$ cat config.mk
export PLATFORM = sky130hd
export DESIGN_NAME = square_iter
export DESIGN_NICKNAME = d
export VERILOG_FILES = /design/src/rtl/square_iter_pkg.sv /design/src/rtl/square_iter.sv
export SDC_FILE = /design/constraint.sdc
export NUM_CORES = 1
export LEC_CHECK = 0
export ABC_AREA = 0
export CELL_PAD_IN_SITES_DETAIL_PLACEMENT = 0
export CELL_PAD_IN_SITES_GLOBAL_PLACEMENT = 1
export CORE_UTILIZATION = 46
export DETAILED_ROUTE_END_ITERATION = 12
export PLACE_DENSITY_LB_ADDON = 0.1
export SLEW_MARGIN = 15
export SYNTH_ARGS = -nofsm -noshare
export SYNTH_HDL_FRONTEND = slang
export SYNTH_SLANG_ARGS = --single-unit
$ cat constraint.sdc
create_clock -name clk -period 9.1 [get_ports clk]
set_input_delay 1.82 -clock clk [delete_from_list [all_inputs] [get_ports clk]]
set_output_delay 1.82 -clock clk [all_outputs]
set_load 0.02 [all_outputs]
$ cat src/rtl/square_iter_pkg.sv
// ============================================================================
// Module  : square_iter_pkg
// Brief   : Shared processing-element types and constants for square_iter.
// Revision: 1.0 - initial release
// ============================================================================
`default_nettype none

package square_iter_pkg;

    localparam int c_DEFAULT_WIDTH = 64;

    typedef enum logic [1:0] {
        IDLE = 2'd0,
        BUSY = 2'd1,
        DONE = 2'd2
    } state_t;

endpackage : square_iter_pkg

`default_nettype wire

$ cat src/rtl/square_iter.sv
// ============================================================================
// Module  : square_iter
// Brief   : Iterative shift-add squarer with saturation and valid/ready I/O.
// Revision: 1.0 - initial release
// ============================================================================
`default_nettype none

module square_iter
    import square_iter_pkg::*;
#(
    parameter int WIDTH = c_DEFAULT_WIDTH
) (
    input  logic             clk,
    input  logic             rst,
    input  logic             in_valid,
    output logic             in_ready,
    input  logic [WIDTH-1:0] a,
    output logic             out_valid,
    input  logic             out_ready,
    output logic [WIDTH-1:0] sq,
    output logic             ovf
);

    localparam int                 c_CNT_W = $clog2(WIDTH) + 1;
    localparam logic [c_CNT_W-1:0] c_LAST  = c_CNT_W'(WIDTH - 1);

    state_t               r_state;
    state_t               w_state_next;
    logic [WIDTH-1:0]     r_mcand;
    logic [WIDTH-1:0]     r_mplr;
    logic [2*WIDTH-1:0]   r_acc;
    logic [c_CNT_W-1:0]   r_count;
    logic [2*WIDTH-1:0]   w_addend;
    logic [2*WIDTH-1:0]   w_acc_next;
    logic                 w_accept;
    logic                 w_last;
    logic                 w_ovf_next;

    assign in_ready  = (r_state == IDLE);
    assign out_valid = (r_state == DONE);

    assign w_accept   = (r_state == IDLE) && in_valid;
    assign w_last     = (r_state == BUSY) && (r_count == c_LAST);
    assign w_addend   = r_mplr[0] ? ({{WIDTH{1'b0}}, r_mcand} << r_count) : '0;
    assign w_acc_next = r_acc + w_addend;
    // The last partial product must be folded in before the overflow test.
    assign w_ovf_next = |w_acc_next[2*WIDTH-1:WIDTH];

    always_ff @(posedge clk) begin
        if (rst) begin
            r_state <= IDLE;
        end else begin
            r_state <= w_state_next;
        end
    end

    always_comb begin
        w_state_next = r_state;
        case (r_state)
            IDLE:    if (in_valid)  w_state_next = BUSY;
            BUSY:    if (w_last)    w_state_next = DONE;
            DONE:    if (out_ready) w_state_next = IDLE;
            default: w_state_next = IDLE;
        endcase
    end

    always_ff @(posedge clk) begin
        if (rst) begin
            r_mcand <= '0;
            r_mplr  <= '0;
            r_acc   <= '0;
            r_count <= '0;
            sq      <= '0;
            ovf     <= 1'b0;
        end else if (w_accept) begin
            r_mcand <= a;
            r_mplr  <= a;
            r_acc   <= '0;
            r_count <= '0;
        end else if (r_state == BUSY) begin
            r_acc   <= w_acc_next;
            r_mplr  <= r_mplr >> 1;
            r_count <= r_count + 1'b1;
            if (w_last) begin
                ovf <= w_ovf_next;
                sq  <= w_ovf_next ? '1 : w_acc_next[WIDTH-1:0];
            end
        end
    end

endmodule : square_iter

`default_nettype wire
==> results.cfg <==
[sta]
fin_setup_tns_ns = 0
holdWs_ns = 0.463
worst_pin_slew_ns = 1.33
hold_viol_final = 0
maxSlewViolCount = 0
rsz0062_at_grt = no
fmax_mhz = 112
finalSetupViolCount = 0
max_slew_margin_pct = 10.6
fin_crit_sh_pct = 98.5
post-route-min-period_ns = 8.97
fin_skew_ns = 0.0161

[route]
drcViolationCount = 0
wl_met3_um = 14900
routed_wl_um = 126000
drt_iter0_drc = 4272
ant_nets = 0
first_pass_iters = 7
wl_per_cell_um = 27.0
viasPerCell = 6.77
top_layer = met5
met2_length_um = 52000
m1WireLength_um = 52400
dr_total_vias = 31600

[worst_setup_path]
reg2reg_slack_ns = 0.13
cpPeakStageDelay_ns = 1.00
arrival_ns = 9.36
crit_fanout = 33
startpoint_type = flop
path_cells = buf_12 -> mux4_2 -> a21oi_1 -> nand2_1 -> o21ai_0 -> mux2i_1 -> and2_1 -> ha_1 -> nand2_1 -> nor4_1 -> nand3_1 -> a21oi_1 -> o211ai_1 -> a21oi_1 -> a21boi_0 -> xor2_1 -> nand4_1 -> nor4_1 -> and4b_2 -> buf_12 -> a311oi_1
crit_path_end_kind = flop
crit_required_ns = 9.49
crit_path_top_delay_cell = nor4_1
path_common_cell = a21oi_1
crit_type = flop to flop
cpLargestDelayFamily = compound AO/OA/AOI/OAI gates
path_buf_inv = 2

[synth]
yosysWarningCount = 0
syn_avg_cell_area_um2 = 7.09
synth-main-ff-cell = dfxtp_1
async_flop_share_pct = 0
synth_top_area_cell = dfxtp_1
synth_nets = 4119
synth-seq-cells = 330
synthCells = 3922
synth.most_common_cell = nand2_1
yosys.area.top_type_share_pct = 23.8
synth_edf_count = 0
syn_area_um2 = 27800
yosys-top-cells-area = dfxtp_1 24%, nand2_1 9.9%, a21oi_1 8.3%, nor2_1 6.2%, ha_1 5.8%
synth_commonest_cells = 731 x nand2_1, 460 x a21oi_1, 457 x nor2_1, 330 x dfxtp_1, 259 x o21ai_0
ys_seq_area_share_pct = 23.8
synth_cell_type_count = 84

[global_route]
antenna_found_initial = 4
grt-ovfl-total = 0
grt_pass1_vias = 28700
grt_pass1_wl_um = 185000
grt_max_degree = 160
track_usage_pct = 40.1

[clock_network]
clk_latency_ns = 0.58
cts_max_path_buffers = 3
cts.repair.resized = 0
post-cts-setup-buffer-count = 0
clock_tree.root_cell = clkbuf_16
htree_num_levels = 2
numCtsBuffers = 39
cts_sinks = 330
path_clk_slew_ns = 0.06
holdBufCountCts = 0
cts_tree = done

[run]
cap_viol_max_count = 0

[floorplanning]
die_w_um = 248
start_util_pct = 46.9
fp.dieH_um = 248
dieArea_um2 = 61400
core_area_um2 = 59400
num_rows = 89
io_pins = 135

[status]
status = finished clean

[pwr]
p_total_w = 0.00360
p_leak_nw = 10.8
seq_power_share_pct = 42.4
swShare_pct = 28.3
vdd_drop_max_mv = 0.164
p_comb_share_pct = 12.5
netSwitchingPower_w = 0.00102
power_density_nw_per_um2 = 116
internal_power_w = 0.00258
power.share.clock_pct = 45.1

[final_layout]
nets = 4070
area_delta_synth_final_pct = 11.2
drive_above_1_share_pct = 7.43

[place]
dp_hpwl_um = 101000
io_buffer_count = 134
place_congestion = 1.15

[worst_hold_path]
hold_path_class = flop to flop
==> power by group through the flow <==
stage | Clock (W) | Sequential [W] | Combinational (W)
2_1_floorplan | 0 | 0.00154 | 0.000292
3_3_place_gp | 0 | 0.00155 | 0.000421
3_5_place_dp | 0 | 0.00156 | 0.000433
4_1_cts | 0.00164 | 0.00153 | 0.000435
5_1_grt | 0.00170 | 0.00153 | 0.000476
6_report | 0.00162 | 0.00153 | 0.000450
==> worst min-delay path: stages (launching register included) <==
cell	delay (ns)
dfxtp_1	0.31
nand2_1	0.05
a21oi_1	0.05
==> cell type report <==
class	count	area [um2]
repair buffers	201	1940
diodes	1	2.50
clock buffers	51	1090
inverters	28	105
clock inverters	18	198
multi-input cells	3273	20000
fillers	5850	28400
flip-flops and latches	330	6620
well taps	773	967
==> state kept, by name, indices dropped and copies added (netlist names) <==
register	flops
r_state	2
r_mcand	64
ovf	1
sq	64
r_mplr	64
r_acc	128
r_count	7
==> metal layers <==
metal	track usage, %	vias to the layer above
met4	19.1	10
met1	53.3	15100
met3	11.8	351
met5	0.954	-
met2	58.8	1979
li1	-	14200
==> cell usage in the layout, fill, tap and decap left out, drive strengths merged, types with 60 or more instances in the layout <==
cell and count:
a21oi 460, a311oi 65, a31oi 86, buf 68, clkdlybuf4s50 133, dfxtp 330, ha 128, mux2i 83
nand2 731, nand3 60, nand4 93, nor2 458, nor3 67, o21ai 262, xnor2 63
==> kinds of logic after synthesis <==
kind of cell             after synthesis  share of synthesized area (%)
buffers and inverters                319                           4.55
adder cells (fa/ha/maj)              129                           5.83
AO/OA/AOI/OAI                       1192                           26.1
multiplexers                         197                           9.91
XOR/XNOR                             108                           3.40
flip-flops                           330                           23.8
AND/OR/NAND/NOR                     1647                           26.4
==> through the flow <==
step                cell area, um2  util [%]  std cells  worst slack [ns]
global route                 30900      52.1       4674           0.00930
floorplan                    27800         -       3922              2.51
global placement             29600      49.9       4603             0.808
detailed placement           29600      49.9       4605             0.773
CTS                          30900      52.1       4674             0.722
finish                       30900      52.1       4675             0.135
==> final timing paths <==
check | startpoint | endpoint | cells after the start
hold reg to reg | r_acc[65] | r_acc[65] | 2
setup reg to reg | r_count[0] | sq[6] | 21
setup / recovery | r_count[0] | sq[6] | 21
hold / removal | r_acc[65] | r_acc[65] | 2
No activity file was read; power rests on OpenSTA's default activity.
